## src/rtl/sd_pio_pkg.sv

```systemverilog
`default_nettype none
// ============================================================================
// Module      : sd_pio_pkg
// Description : Register addresses and edge-type selectors for sd_pio_in_irq.
// Revision    : 1.0
// ============================================================================
package sd_pio_pkg;

    typedef enum logic [1:0] {
        ADDR_DATA = 2'd0,
        ADDR_DBTH = 2'd1,
        ADDR_MASK = 2'd2,
        ADDR_EDGE = 2'd3
    } pio_addr_e;

    localparam int EDGE_RISE = 0;
    localparam int EDGE_FALL = 1;
    localparam int EDGE_ANY  = 2;

endpackage
`default_nettype wire

```

## src/rtl/sd_pio_debounce.sv

```systemverilog
`default_nettype none
// ============================================================================
// Module      : sd_pio_debounce
// Description : One channel: two-flop synchroniser, threshold debouncer and
//               edge detector on the debounced value.
// Revision    : 1.0
// ============================================================================
module sd_pio_debounce
    import sd_pio_pkg::*;
#(
    parameter int DB_W = 16
) (
    input  logic            clk,
    input  logic            reset_n,
    input  logic            din,
    input  logic [DB_W-1:0] thresh,
    output logic            dout,
    output logic            rise,
    output logic            fall
);

    logic            s1_q;
    logic            s2_q;
    logic            db_q;
    logic            db_d;
    logic            db_prev_q;
    logic [DB_W-1:0] cnt_q;
    logic [DB_W-1:0] cnt_d;

    // The counter only runs while the synchronised input disagrees with db;
    // reaching the threshold commits the new level and restarts the count.
    always_comb begin
        db_d  = db_q;
        cnt_d = '0;
        if (s2_q != db_q) begin
            if (cnt_q >= thresh) begin
                db_d = s2_q;
            end else begin
                cnt_d = cnt_q + DB_W'(1);
            end
        end
    end

    always_ff @(posedge clk or negedge reset_n) begin
        if (!reset_n) begin
            s1_q      <= 1'b0;
            s2_q      <= 1'b0;
            db_q      <= 1'b0;
            db_prev_q <= 1'b0;
            cnt_q     <= '0;
        end else begin
            s1_q      <= din;
            s2_q      <= s1_q;
            db_q      <= db_d;
            db_prev_q <= db_q;
            cnt_q     <= cnt_d;
        end
    end

    assign dout = db_q;
    assign rise = db_q & ~db_prev_q;
    assign fall = ~db_q & db_prev_q;

endmodule
`default_nettype wire

```

## src/rtl/sd_pio_in_irq.sv

```systemverilog
`default_nettype none
// ============================================================================
// Module      : sd_pio_in_irq
// Description : Avalon-MM input PIO with debounce, edge capture and masked
//               level interrupt for SD-card status lines.
// Revision    : 1.0
// ============================================================================
module sd_pio_in_irq
    import sd_pio_pkg::*;
#(
    parameter int WIDTH     = 4,
    parameter int EDGE_TYPE = 0,
    parameter int BIT_CLEAR = 1,
    parameter int DB_W      = 16
) (
    input  logic             clk,
    input  logic             reset_n,
    input  logic [1:0]       address,
    input  logic             chipselect,
    input  logic             write_n,
    input  logic [31:0]      writedata,
    input  logic [WIDTH-1:0] in_port,
    output logic [31:0]      readdata,
    output logic             irq
);

    logic [WIDTH-1:0] db;
    logic [WIDTH-1:0] rise;
    logic [WIDTH-1:0] fall;
    logic [WIDTH-1:0] sel;
    logic [WIDTH-1:0] clr;
    logic             wr;

    logic [DB_W-1:0]  db_thresh_q;
    logic [DB_W-1:0]  db_thresh_d;
    logic [WIDTH-1:0] irqmask_q;
    logic [WIDTH-1:0] irqmask_d;
    logic [WIDTH-1:0] edgecap_q;
    logic [WIDTH-1:0] edgecap_d;
    logic             irq_q;
    logic             irq_d;
    logic [31:0]      readdata_q;
    logic [31:0]      readdata_d;

    for (genvar i = 0; i < WIDTH; i++) begin : g_ch
        sd_pio_debounce #(
            .DB_W (DB_W)
        ) u_debounce (
            .clk     (clk),
            .reset_n (reset_n),
            .din     (in_port[i]),
            .thresh  (db_thresh_q),
            .dout    (db[i]),
            .rise    (rise[i]),
            .fall    (fall[i])
        );
    end

    assign wr = chipselect & ~write_n;

    always_comb begin
        sel = rise;
        case (EDGE_TYPE)
            EDGE_FALL: sel = fall;
            EDGE_ANY:  sel = rise | fall;
            default:   sel = rise;
        endcase
    end

    always_comb begin
        db_thresh_d = db_thresh_q;
        irqmask_d   = irqmask_q;
        clr         = '0;
        if (wr) begin
            case (pio_addr_e'(address))
                ADDR_DBTH: db_thresh_d = writedata[DB_W-1:0];
                ADDR_MASK: irqmask_d   = writedata[WIDTH-1:0];
                ADDR_EDGE: clr         = (BIT_CLEAR != 0) ? writedata[WIDTH-1:0] : '1;
                default:   ;
            endcase
        end
        // A new edge in the same cycle as its clear keeps the bit set.
        edgecap_d = (edgecap_q & ~clr) | sel;
        irq_d     = |(edgecap_d & irqmask_d);
    end

    always_comb begin
        readdata_d = '0;
        case (pio_addr_e'(address))
            ADDR_DATA: readdata_d[WIDTH-1:0] = db;
            ADDR_DBTH: readdata_d[DB_W-1:0]  = db_thresh_q;
            ADDR_MASK: readdata_d[WIDTH-1:0] = irqmask_q;
            ADDR_EDGE: readdata_d[WIDTH-1:0] = edgecap_q;
        endcase
    end

    always_ff @(posedge clk or negedge reset_n) begin
        if (!reset_n) begin
            db_thresh_q <= '0;
            irqmask_q   <= '0;
            edgecap_q   <= '0;
            irq_q       <= 1'b0;
            readdata_q  <= '0;
        end else begin
            db_thresh_q <= db_thresh_d;
            irqmask_q   <= irqmask_d;
            edgecap_q   <= edgecap_d;
            irq_q       <= irq_d;
            readdata_q  <= readdata_d;
        end
    end

    assign readdata = readdata_q;
    assign irq      = irq_q;

endmodule
`default_nettype wire

```

## config.mk

```make
export PLATFORM = sky130hd
export DESIGN_NAME = sd_pio_in_irq
export DESIGN_NICKNAME = d
export VERILOG_FILES = /design/src/rtl/sd_pio_pkg.sv /design/src/rtl/sd_pio_debounce.sv /design/src/rtl/sd_pio_in_irq.sv
export SDC_FILE = /design/constraint.sdc
export NUM_CORES = 1
export LEC_CHECK = 0
export CORE_UTILIZATION = 47
export DETAILED_ROUTE_END_ITERATION = 8
export PLACE_DENSITY_LB_ADDON = 0.15
export SKIP_CTS_REPAIR_TIMING = 1
export SYNTH_ARGS = -nofsm -noshare
export SYNTH_HDL_FRONTEND = slang
export SYNTH_SLANG_ARGS = --single-unit
```

## constraint.sdc

```tcl
create_clock -name clk -period 3 [get_ports clk]
set_input_delay 0.3 -clock clk [delete_from_list [all_inputs] [get_ports clk]]
set_output_delay 0.3 -clock clk [all_outputs]
set_load 0.1 [all_outputs]
```

==> impl_metrics.toml, run 1 <==
[synth]
async_flop_share = 1.00
synth_ff_type = "dfrtp_1"
synth_seq_cells = 121
synth_edf_count = 0
synth_area_um2 = 6530
synth_largest_area_cell = "dfrtp_1"
ys_types = 49
ys_warn_count = 0
ys_seq_area_frac = 0.464
synth_area_leaders = "dfrtp_1 46%, ha_1 13%, nor2_1 4.9%, xor2_1 4.3%, xnor2_1 3.8%"
syn_area_per_cell_um2 = 10.4
synth_top_cell_area_share = 0.464
syn_inst = 627

[setup_path]
r2r-end = "g_ch[0].u_debounce.dout$_DFFE_PN0P_"
crit_path_start = "db_thresh_q[13]$_DFFE_PN0P_"
cp_top_family = "simple AND/OR/NAND/NOR gates"
path_cells = "inv_1 -> ha_1 -> nand4_1 -> nor3_2 -> or4b_4 -> nand3_1 -> mux2_1"
end_kind = "flop"
r2r-start = "db_thresh_q[13]$_DFFE_PN0P_"
critPathMaxStageDelay_ps = 520
crit_buf_inv = 1
required_ps = 3300
r2r_slack_ps = 640
cp_max_fo = 5
arrival_ps = 2660
crit_slowest_cell = "or4b_4"
cp-start-kind = "flop"
critPathKind = "reg2reg"
r2r_cells = 7

[timing]
setup_ws_ps = 639
max_slew_margin = 0.348
finalSetupViolations = 0
drv_slew = 0
final_hold_viol_count = 0
rsz0062_at_grt = "no"
min_period_ps = 2360
hold_ws_ps = 324
fmaxAchievable_mhz = 423
worstMarginPinSlew_ps = 976
fin_skew_ps = 5.58
fin_setup_tns_ps = 0
final.period_utilization = 0.787

[pwr]
p_total_mw = 4.95
cellPowerDensity_nw_per_um2 = 645
ir_worst_vdd_mv = 0.431
p_leak_nw = 3.53

[layout]
area_growth_pct = 17.4
final_core_util = 0.572
fin_nets = 794
antennaDiodeCount = 0
drive_gt1_frac = 0.0904
multiInputGateArea_um2 = 3260
design_area_um2 = 7660
fill_cells = 1163
instances_no_fill = 873
layout_common_cells = "121 x dfrtp_1, 86 x nor2_1, 68 x ha_1, 55 x nand2_1, 38 x clkdlybuf4s50_1"
final_common_cell = "dfrtp_1"
regArea_um2 = 3030

[die]
design.core.area_um2 = 13400
ioPinCount = 75
initial_utilization = 0.487
die_x_um = 120
die-area_um2 = 14400
die_y_um = 120
rows = 42

[drt]
drt_iter0_drc = 256
detail_route.wl_per_cell_um = 16.4
post-route-drc-count = 0
num_vias = 4587
drtPass1Iterations = 6
drt-total-wl_mm = 14.3
vias_per_cell = 5.25
ant_nets = 0

[grt]
grt_start_max_net_pins = 61
grt_pass1_wl_mm = 23.2
grt_usage = 0.217
antenna_found_initial = 0
grt_pass1_vias = 4527
grt_overflow = 0

[run]
maxCapViolCount = 0

[placement]
dp_slack_ps = 674
port-buffer-count = 42
place_inst = 840
gp_congestion = 0.791
dpl-instance-area_um2 = 7080
hpwl_mm = 10.0

[hold_path]
min_path_cells = 1
holdPathEnd = "g_ch[0].u_debounce.s1_q$_DFF_PN0_"
hp-class = "in2reg"
hold_start = "in_port[0]"

[clock_tree]
root_buffer = "clkbuf_16"
cts_buffer_depth = 2
htreeDepth = 4
cts_tree = "built"
cts_buffers = 17
cts_sinks = 121
clock_latency_ps = 420
path_clk_slew_ps = 60

[outcome]
status = "finished, final reports clean"
-- state kept, by name (all words and copies together), names as in the netlist --
name                       cells
db_thresh_q                   16
g_ch.u_debounce.db_prev_q      4
edgecap_q                      4
g_ch.u_debounce.s2_q           4
irq                            1
irqmask_q                      4
g_ch.u_debounce.dout           4
g_ch.u_debounce.s1_q           4
readdata                      16
g_ch.u_debounce.cnt_q         64
-- area by class of cell --
class,count,share of cell area
clock buffer,20,0.0583
inverter,28,0.0137
clock inverter,12,0.0165
timing repair buffer,49,0.0624
multi-input combinational,467,0.425
tap,176,0.0287
sequential,121,0.395
-- kinds of logic after synthesis --
kind of cell,synth area share
AO/OA/AOI/OAI,0.0682
XOR/XNOR,0.0805
adder cells (fa/ha/maj),0.130
buffers and inverters,0.0456
flip-flops,0.464
multiplexers,0.0299
other,0.000574
AND/OR/NAND/NOR,0.181
-- Yosys cell counts, types with 4 or more instances --
cell type / n
dfrtp_1: 121
nor2_1: 86
ha_1: 68
nand2_1: 55
xor2_1: 32
inv_1: 28
xnor2_1: 28
nand3_1: 26
a21oi_1: 23
o21ai_0: 23
nand4_1: 18
buf_4: 17
and2_1: 12
nor3_1: 10
mux2_2: 8
and4_1: 7
and3_1: 6
buf_6: 4
clkbuf_1: 4
o211ai_1: 4
-- routing by layer --
layer  wire length [um]  vias up  share of wire  GRT usage
li1                   -     2253              -          -
met1               6610     2240           0.46      0.283
met2               6900       79           0.48      0.352
met3                632       15          0.044     0.0547
met4                202        0          0.014     0.0758
met5                  0        -              0          0
-- where the power goes --
part	leakage [nW]	switching [mW]	internal, mW
clock	0.268	0.737	1.24
combinational	1.65	0.762	0.343
sequential	1.61	0.0933	1.78
-- worst max path at each step --
stage / slack (ps) / depth (start not counted) / endpoint
3_5_place_dp: 670 / 7 / g_ch[0].u_debounce.dout$_DFFE_PN0P_
3_3_place_gp: 690 / 5 / irq$_DFF_PN0_
2_1_floorplan: 980 / 6 / g_ch[0].u_debounce.dout$_DFFE_PN0P_
6_report: 640 / 7 / g_ch[0].u_debounce.dout$_DFFE_PN0P_
4_1_cts: 620 / 7 / g_ch[0].u_debounce.dout$_DFFE_PN0P_
5_1_grt: 510 / 7 / g_ch[0].u_debounce.dout$_DFFE_PN0P_
Power figures use the tool's default switching activity.
==> run 2: changes to the inputs <==
clock period = 2.15 ns   (was 3 ns; I/O delays follow)
==> run 2 against run 1 <==
  * Via count grew 6.1%
  * Highest routed layer unchanged
  * Combinational power rose by 71%
  * Die area unchanged
  * Setup slack got worse by 590 ps
  * Sequential share of layout area shrank 3.0 points
  * First-iteration DRC count up 11%
  * Sequential power rose by 39%
  * Non-clock buffer count is 50 higher
  * Sequential cell count did not move
==> impl_metrics.toml, run 2 (synthesis gave the netlist of run 1 again) <==
[timing]
drv_slew = 0
worstMarginPinSlew_ps = 557
final.period_utilization = 0.979
max_slew_margin = 0.629
final_hold_viol_count = 0
fmaxAchievable_mhz = 475
fin_skew_ps = 7.10
finalSetupViolations = 0
min_period_ps = 2100

[clock_tree]
cts_tree = "built"
root_buffer = "clkbuf_16"
htreeDepth = 4
clock_latency_ps = 430
path_clk_slew_ps = 60
cts_buffer_depth = 2
cts_sinks = 121
cts_buffers = 17

[placement]
port-buffer-count = 42
dpl-instance-area_um2 = 7460
hpwl_mm = 11.0
place_inst = 888
gp_congestion = 0.828

[pwr]
intPower_mw = 5.04
p_total_mw = 7.39
ir_worst_vdd_mv = 0.575
p_comb_frac = 0.257
cellPowerDensity_nw_per_um2 = 892
p_leak_nw = 3.87
p_clk_frac = 0.390
switchingPower_mw = 2.35
p_sw_frac = 0.318
power_frac_seq = 0.352

[layout]
regArea_um2 = 3030
final_common_cell = "dfrtp_1"
antennaDiodeCount = 0
layout_common_cells = "120 x dfrtp_1, 83 x nor2_1, 69 x buf_4, 62 x ha_1, 55 x nand2_1"
fill_cells = 1110
largest-register = "g_ch.u_debounce.cnt_q"
drive_gt1_frac = 0.215
instances_no_fill = 924
area_growth_pct = 26.9
multiInputGateArea_um2 = 3450
fin_nets = 845
design_area_um2 = 8290
largest_reg_flops = 64
final_core_util = 0.619

[die]
design.core.area_um2 = 13400
ioPinCount = 75
die_x_um = 120
rows = 42
die_y_um = 120
die-area_um2 = 14400
initial_utilization = 0.487

[run]
maxCapViolCount = 0

[setup_path]
required_ps = 2460
r2r_slack_ps = 50
end_kind = "flop"
cp-start-kind = "flop"
arrival_ps = 2410
critPathKind = "reg2reg"
cp_max_fo = 5

[grt]
grt_pass1_wl_mm = 24.9
grt_usage = 0.233
antenna_found_initial = 0
grt_start_max_net_pins = 44
grt_pass1_vias = 4944
grt_overflow = 0

[drt]
ant_nets = 0
vias_per_cell = 5.27
drt-total-wl_mm = 15.5
drt_iter0_drc = 284
detail_route.wl_per_cell_um = 16.8
drtPass1Iterations = 4
num_vias = 4869
post-route-drc-count = 0

[outcome]
status = "finished, final reports clean"

[hold_path]
hp-class = "in2reg"
==> run 2: final timing paths <==
check | from | to | cells after the start
worst max-delay path | db_thresh_q[10]$_DFFE_PN0P_ | g_ch[0].u_debounce.dout$_DFFE_PN0P_ | 7
worst min-delay path | in_port[0] | g_ch[0].u_debounce.s1_q$_DFF_PN0_ | 1
worst max register to register | db_thresh_q[10]$_DFFE_PN0P_ | g_ch[0].u_debounce.dout$_DFFE_PN0P_ | 7
worst min register to register | g_ch[3].u_debounce.s1_q$_DFF_PN0_ | g_ch[3].u_debounce.s2_q$_DFF_PN0_ | 0
max in group asynchronous | reset_n | g_ch[3].u_debounce.cnt_q[3]$_DFF_PN0_ | 3
min in group asynchronous | reset_n | g_ch[1].u_debounce.db_prev_q$_DFF_PN0_ | 2
==> run 2: metrics by stage <==
stage | setup WS [ps] | hold slack, ps | setup TNS [ps]
6_report | 45.1 | 226 | 0
5_1_grt | -26.1 | 235 | -38.9
4_1_cts | -92.7 | -212 | -828
3_5_place_dp | -54.7 | 237 | -556
3_3_place_gp | -0.289 | 222 | -0.289
2_1_floorplan | 130 | -80.6 | 0
==> run 2: cell type report <==
cell class              count  area share
well taps                 176      0.0266
repair buffers             99       0.105
flip-flops and latches    121       0.365
multi-input cells         468       0.416
clock buffers              22      0.0596
inverters                  28      0.0133
clock inverters            10      0.0140
==> run 2: power groups by stage <==
| stage | Combinational, mW | Sequential (mW) | Clock (mW) |
|---|---|---|---|
| after global placement | 1.71 | 2.63 | 0 |
| after detailed placement | 1.77 | 2.63 | 0 |
| after floorplan | 0.804 | 2.93 | 0 |
| after CTS | 1.78 | 2.60 | 2.93 |
| after global routing | 2.05 | 2.63 | 3.03 |
| final | 1.90 | 2.60 | 2.89 |
==> run 2: critical path, stage by stage, from the launching register on <==
cell and delay, ps:
dfrtp_1 390, inv_4 80, ha_1 290, nand2_1 70, nor3_2 190, or4b_4 550, nand3_2 110, mux2_4 300
==> run 2: layer usage <==
layer	up-vias	share of wire	global-route usage
li1	2369	-	-
met1	2382	0.46	0.305
met2	93	0.48	0.379
met3	25	0.041	0.0566
met4	0	0.020	0.0805
met5	-	0	0
==> run 3: changes to the inputs <==
clock period = 1.7 ns   (was 2.15 ns; I/O delays follow)
==> run 3 against run 2 <==
  * Sequential cell count unchanged
  * The run now ends with negative setup slack left
  * Largest cell class unchanged
  * Setup slack worse by 420 ps
  * Critical path type unchanged
  * Critical endpoint unchanged
  * Non-clock buffer count up 71
==> impl_metrics.toml, run 3 (synthesis gave the netlist of run 1 again) <==
[setup_path]
required_ps = 2000
cp_max_fo = 3
arrival_ps = 2380
critPathKind = "reg2reg"
end_kind = "flop"
cp-start-kind = "flop"

[pwr]
p_total_mw = 9.73
ir_worst_vdd_mv = 0.723
intPower_mw = 6.64
p_clk_frac = 0.380
power_frac_seq = 0.338
p_comb_frac = 0.282
p_sw_frac = 0.318
p_leak_nw = 4.25
switchingPower_mw = 3.09
cellPowerDensity_nw_per_um2 = 1050

[placement]
port-buffer-count = 42
hpwl_mm = 12.1
gp_congestion = 0.853

[grt]
grt_pass1_vias = 5315
grt_usage = 0.251
antenna_found_initial = 0
grt_pass1_wl_mm = 26.8
grt_start_max_net_pins = 48
use_met3 = 0.0547
grt_busiest_layer = "met2"
grt_overflow = 0
met2_usage = 0.409
use_met1 = 0.327

[die]
die_y_um = 120
die_x_um = 120
ioPinCount = 75
die-area_um2 = 14400
design.core.area_um2 = 13400
initial_utilization = 0.487
rows = 42

[drt]
vias_per_cell = 5.21
ant_nets = 0
drt_iter0_drc = 290
drt-total-wl_mm = 17.5
post-route-drc-count = 0
detail_route.wl_per_cell_um = 17.6
num_vias = 5187
drtPass1Iterations = 4

[clock_tree]
clock_latency_ps = 420
cts_buffers = 17
htreeDepth = 4
path_clk_slew_ps = 50
cts_tree = "built"
cts_buffer_depth = 2
cts_sinks = 121
root_buffer = "clkbuf_16"

[timing]
fin_skew_ps = 7.50
fmaxAchievable_mhz = 482
max_slew_margin = 0.660
min_period_ps = 2080
fin_setup_tns_ps = -19940
final.period_utilization = 1.22
worstMarginPinSlew_ps = 509
drv_slew = 0
rsz0062_at_grt = "yes"
finalSetupViolations = 68
setup_ws_ps = -376
final_hold_viol_count = 0

[run]
maxCapViolCount = 0

[layout]
antennaDiodeCount = 0
largest_reg_flops = 64
final_common_cell = "buf_4"
fill_cells = 1035
layout_common_cells = "130 x buf_4, 121 x dfrtp_1, 62 x nor2_1, 54 x nand2_1, 46 x ha_1"
area_growth_pct = 41.4
fin_nets = 916
drive_gt1_frac = 0.336
largest-register = "g_ch.u_debounce.cnt_q"

[outcome]
violations = "negative setup slack"
status = "complete, but fails checks"

[hold_path]
hp-class = "in2reg"
[run 3: cell count changes in the layout (fill, tap and decap cells not counted), moves of 5 or more]
cell	change
buf_4	+61
buf_6	+6
clkinvlp_4	-5
ha_1	-16
ha_4	+16
inv_2	+5
nor2_1	-21
nor2_2	+13
nor2_4	+8
[run 3: area by class of cell]
| class | count | area, um2 | area share |
|---|---|---|---|
| clock buffers | 23 | 478 | 0.0517 |
| multi-input cells | 468 | 3800 | 0.412 |
| well taps | 176 | 220 | 0.0238 |
| flip-flops and latches | 121 | 3030 | 0.328 |
| clock inverters | 9 | 120 | 0.0130 |
| repair buffers | 170 | 1480 | 0.160 |
| inverters | 28 | 108 | 0.0116 |
[run 3: layer usage]
layer	up-vias	wire [um]
met3	22	722
met5	-	0
met2	95	8750
li1	2501	-
met4	0	314
met1	2569	7740
[run 3: power by group through the flow]
| stage | clock network [mW] | registers [mW] | logic [mW] |
|---|---|---|---|
| after floorplan | 0 | 3.70 | 1.03 |
| after global placement | 0 | 3.31 | 2.28 |
| after detailed placement | 0 | 3.32 | 2.33 |
| after CTS | 3.74 | 3.27 | 2.36 |
| after global routing | 3.87 | 3.32 | 2.95 |
| final | 3.70 | 3.29 | 2.75 |
[run 3: through the flow]
stage / setup WS, ps / hold WS (ps) / cells / util / instance area (um2)
final: -376 / 189 / 995 / 0.689 / 9240
after global routing: -468 / 171 / 995 / 0.689 / 9240
after CTS: -498 / -337 / 983 / 0.640 / 8570
after detailed placement: -399 / 109 / 951 / 0.595 / 7970
after global placement: -290 / 103 / 951 / 0.595 / 7970
after floorplan: -239 / -126 / 642 / - / 6630
[run 3: worst paths after layout]
kind / start / end / slack, ps / cells past startpoint
hold / removal: in_port[2] / g_ch[2].u_debounce.s1_q$_DFF_PN0_ / 190 / 1
min in group asynchronous: reset_n / db_thresh_q[3]$_DFFE_PN0P_ / 210 / 2
setup / recovery: db_thresh_q[14]$_DFFE_PN0P_ / g_ch[0].u_debounce.dout$_DFFE_PN0P_ / -380 / 7
hold reg to reg: g_ch[1].u_debounce.s1_q$_DFF_PN0_ / g_ch[1].u_debounce.s2_q$_DFF_PN0_ / 350 / 0
setup reg to reg: db_thresh_q[14]$_DFFE_PN0P_ / g_ch[0].u_debounce.dout$_DFFE_PN0P_ / -380 / 7
max in group asynchronous: reset_n / g_ch[2].u_debounce.cnt_q[11]$_DFF_PN0_ / 880 / 3
[run 3: critical path: stages, from the launching register on]
cell,delay [ps]
dfrtp_1,360
inv_2,60
ha_4,270
nand4_1,160
nor3_4,170
or4b_4,540
nand3_2,100
mux2_4,300
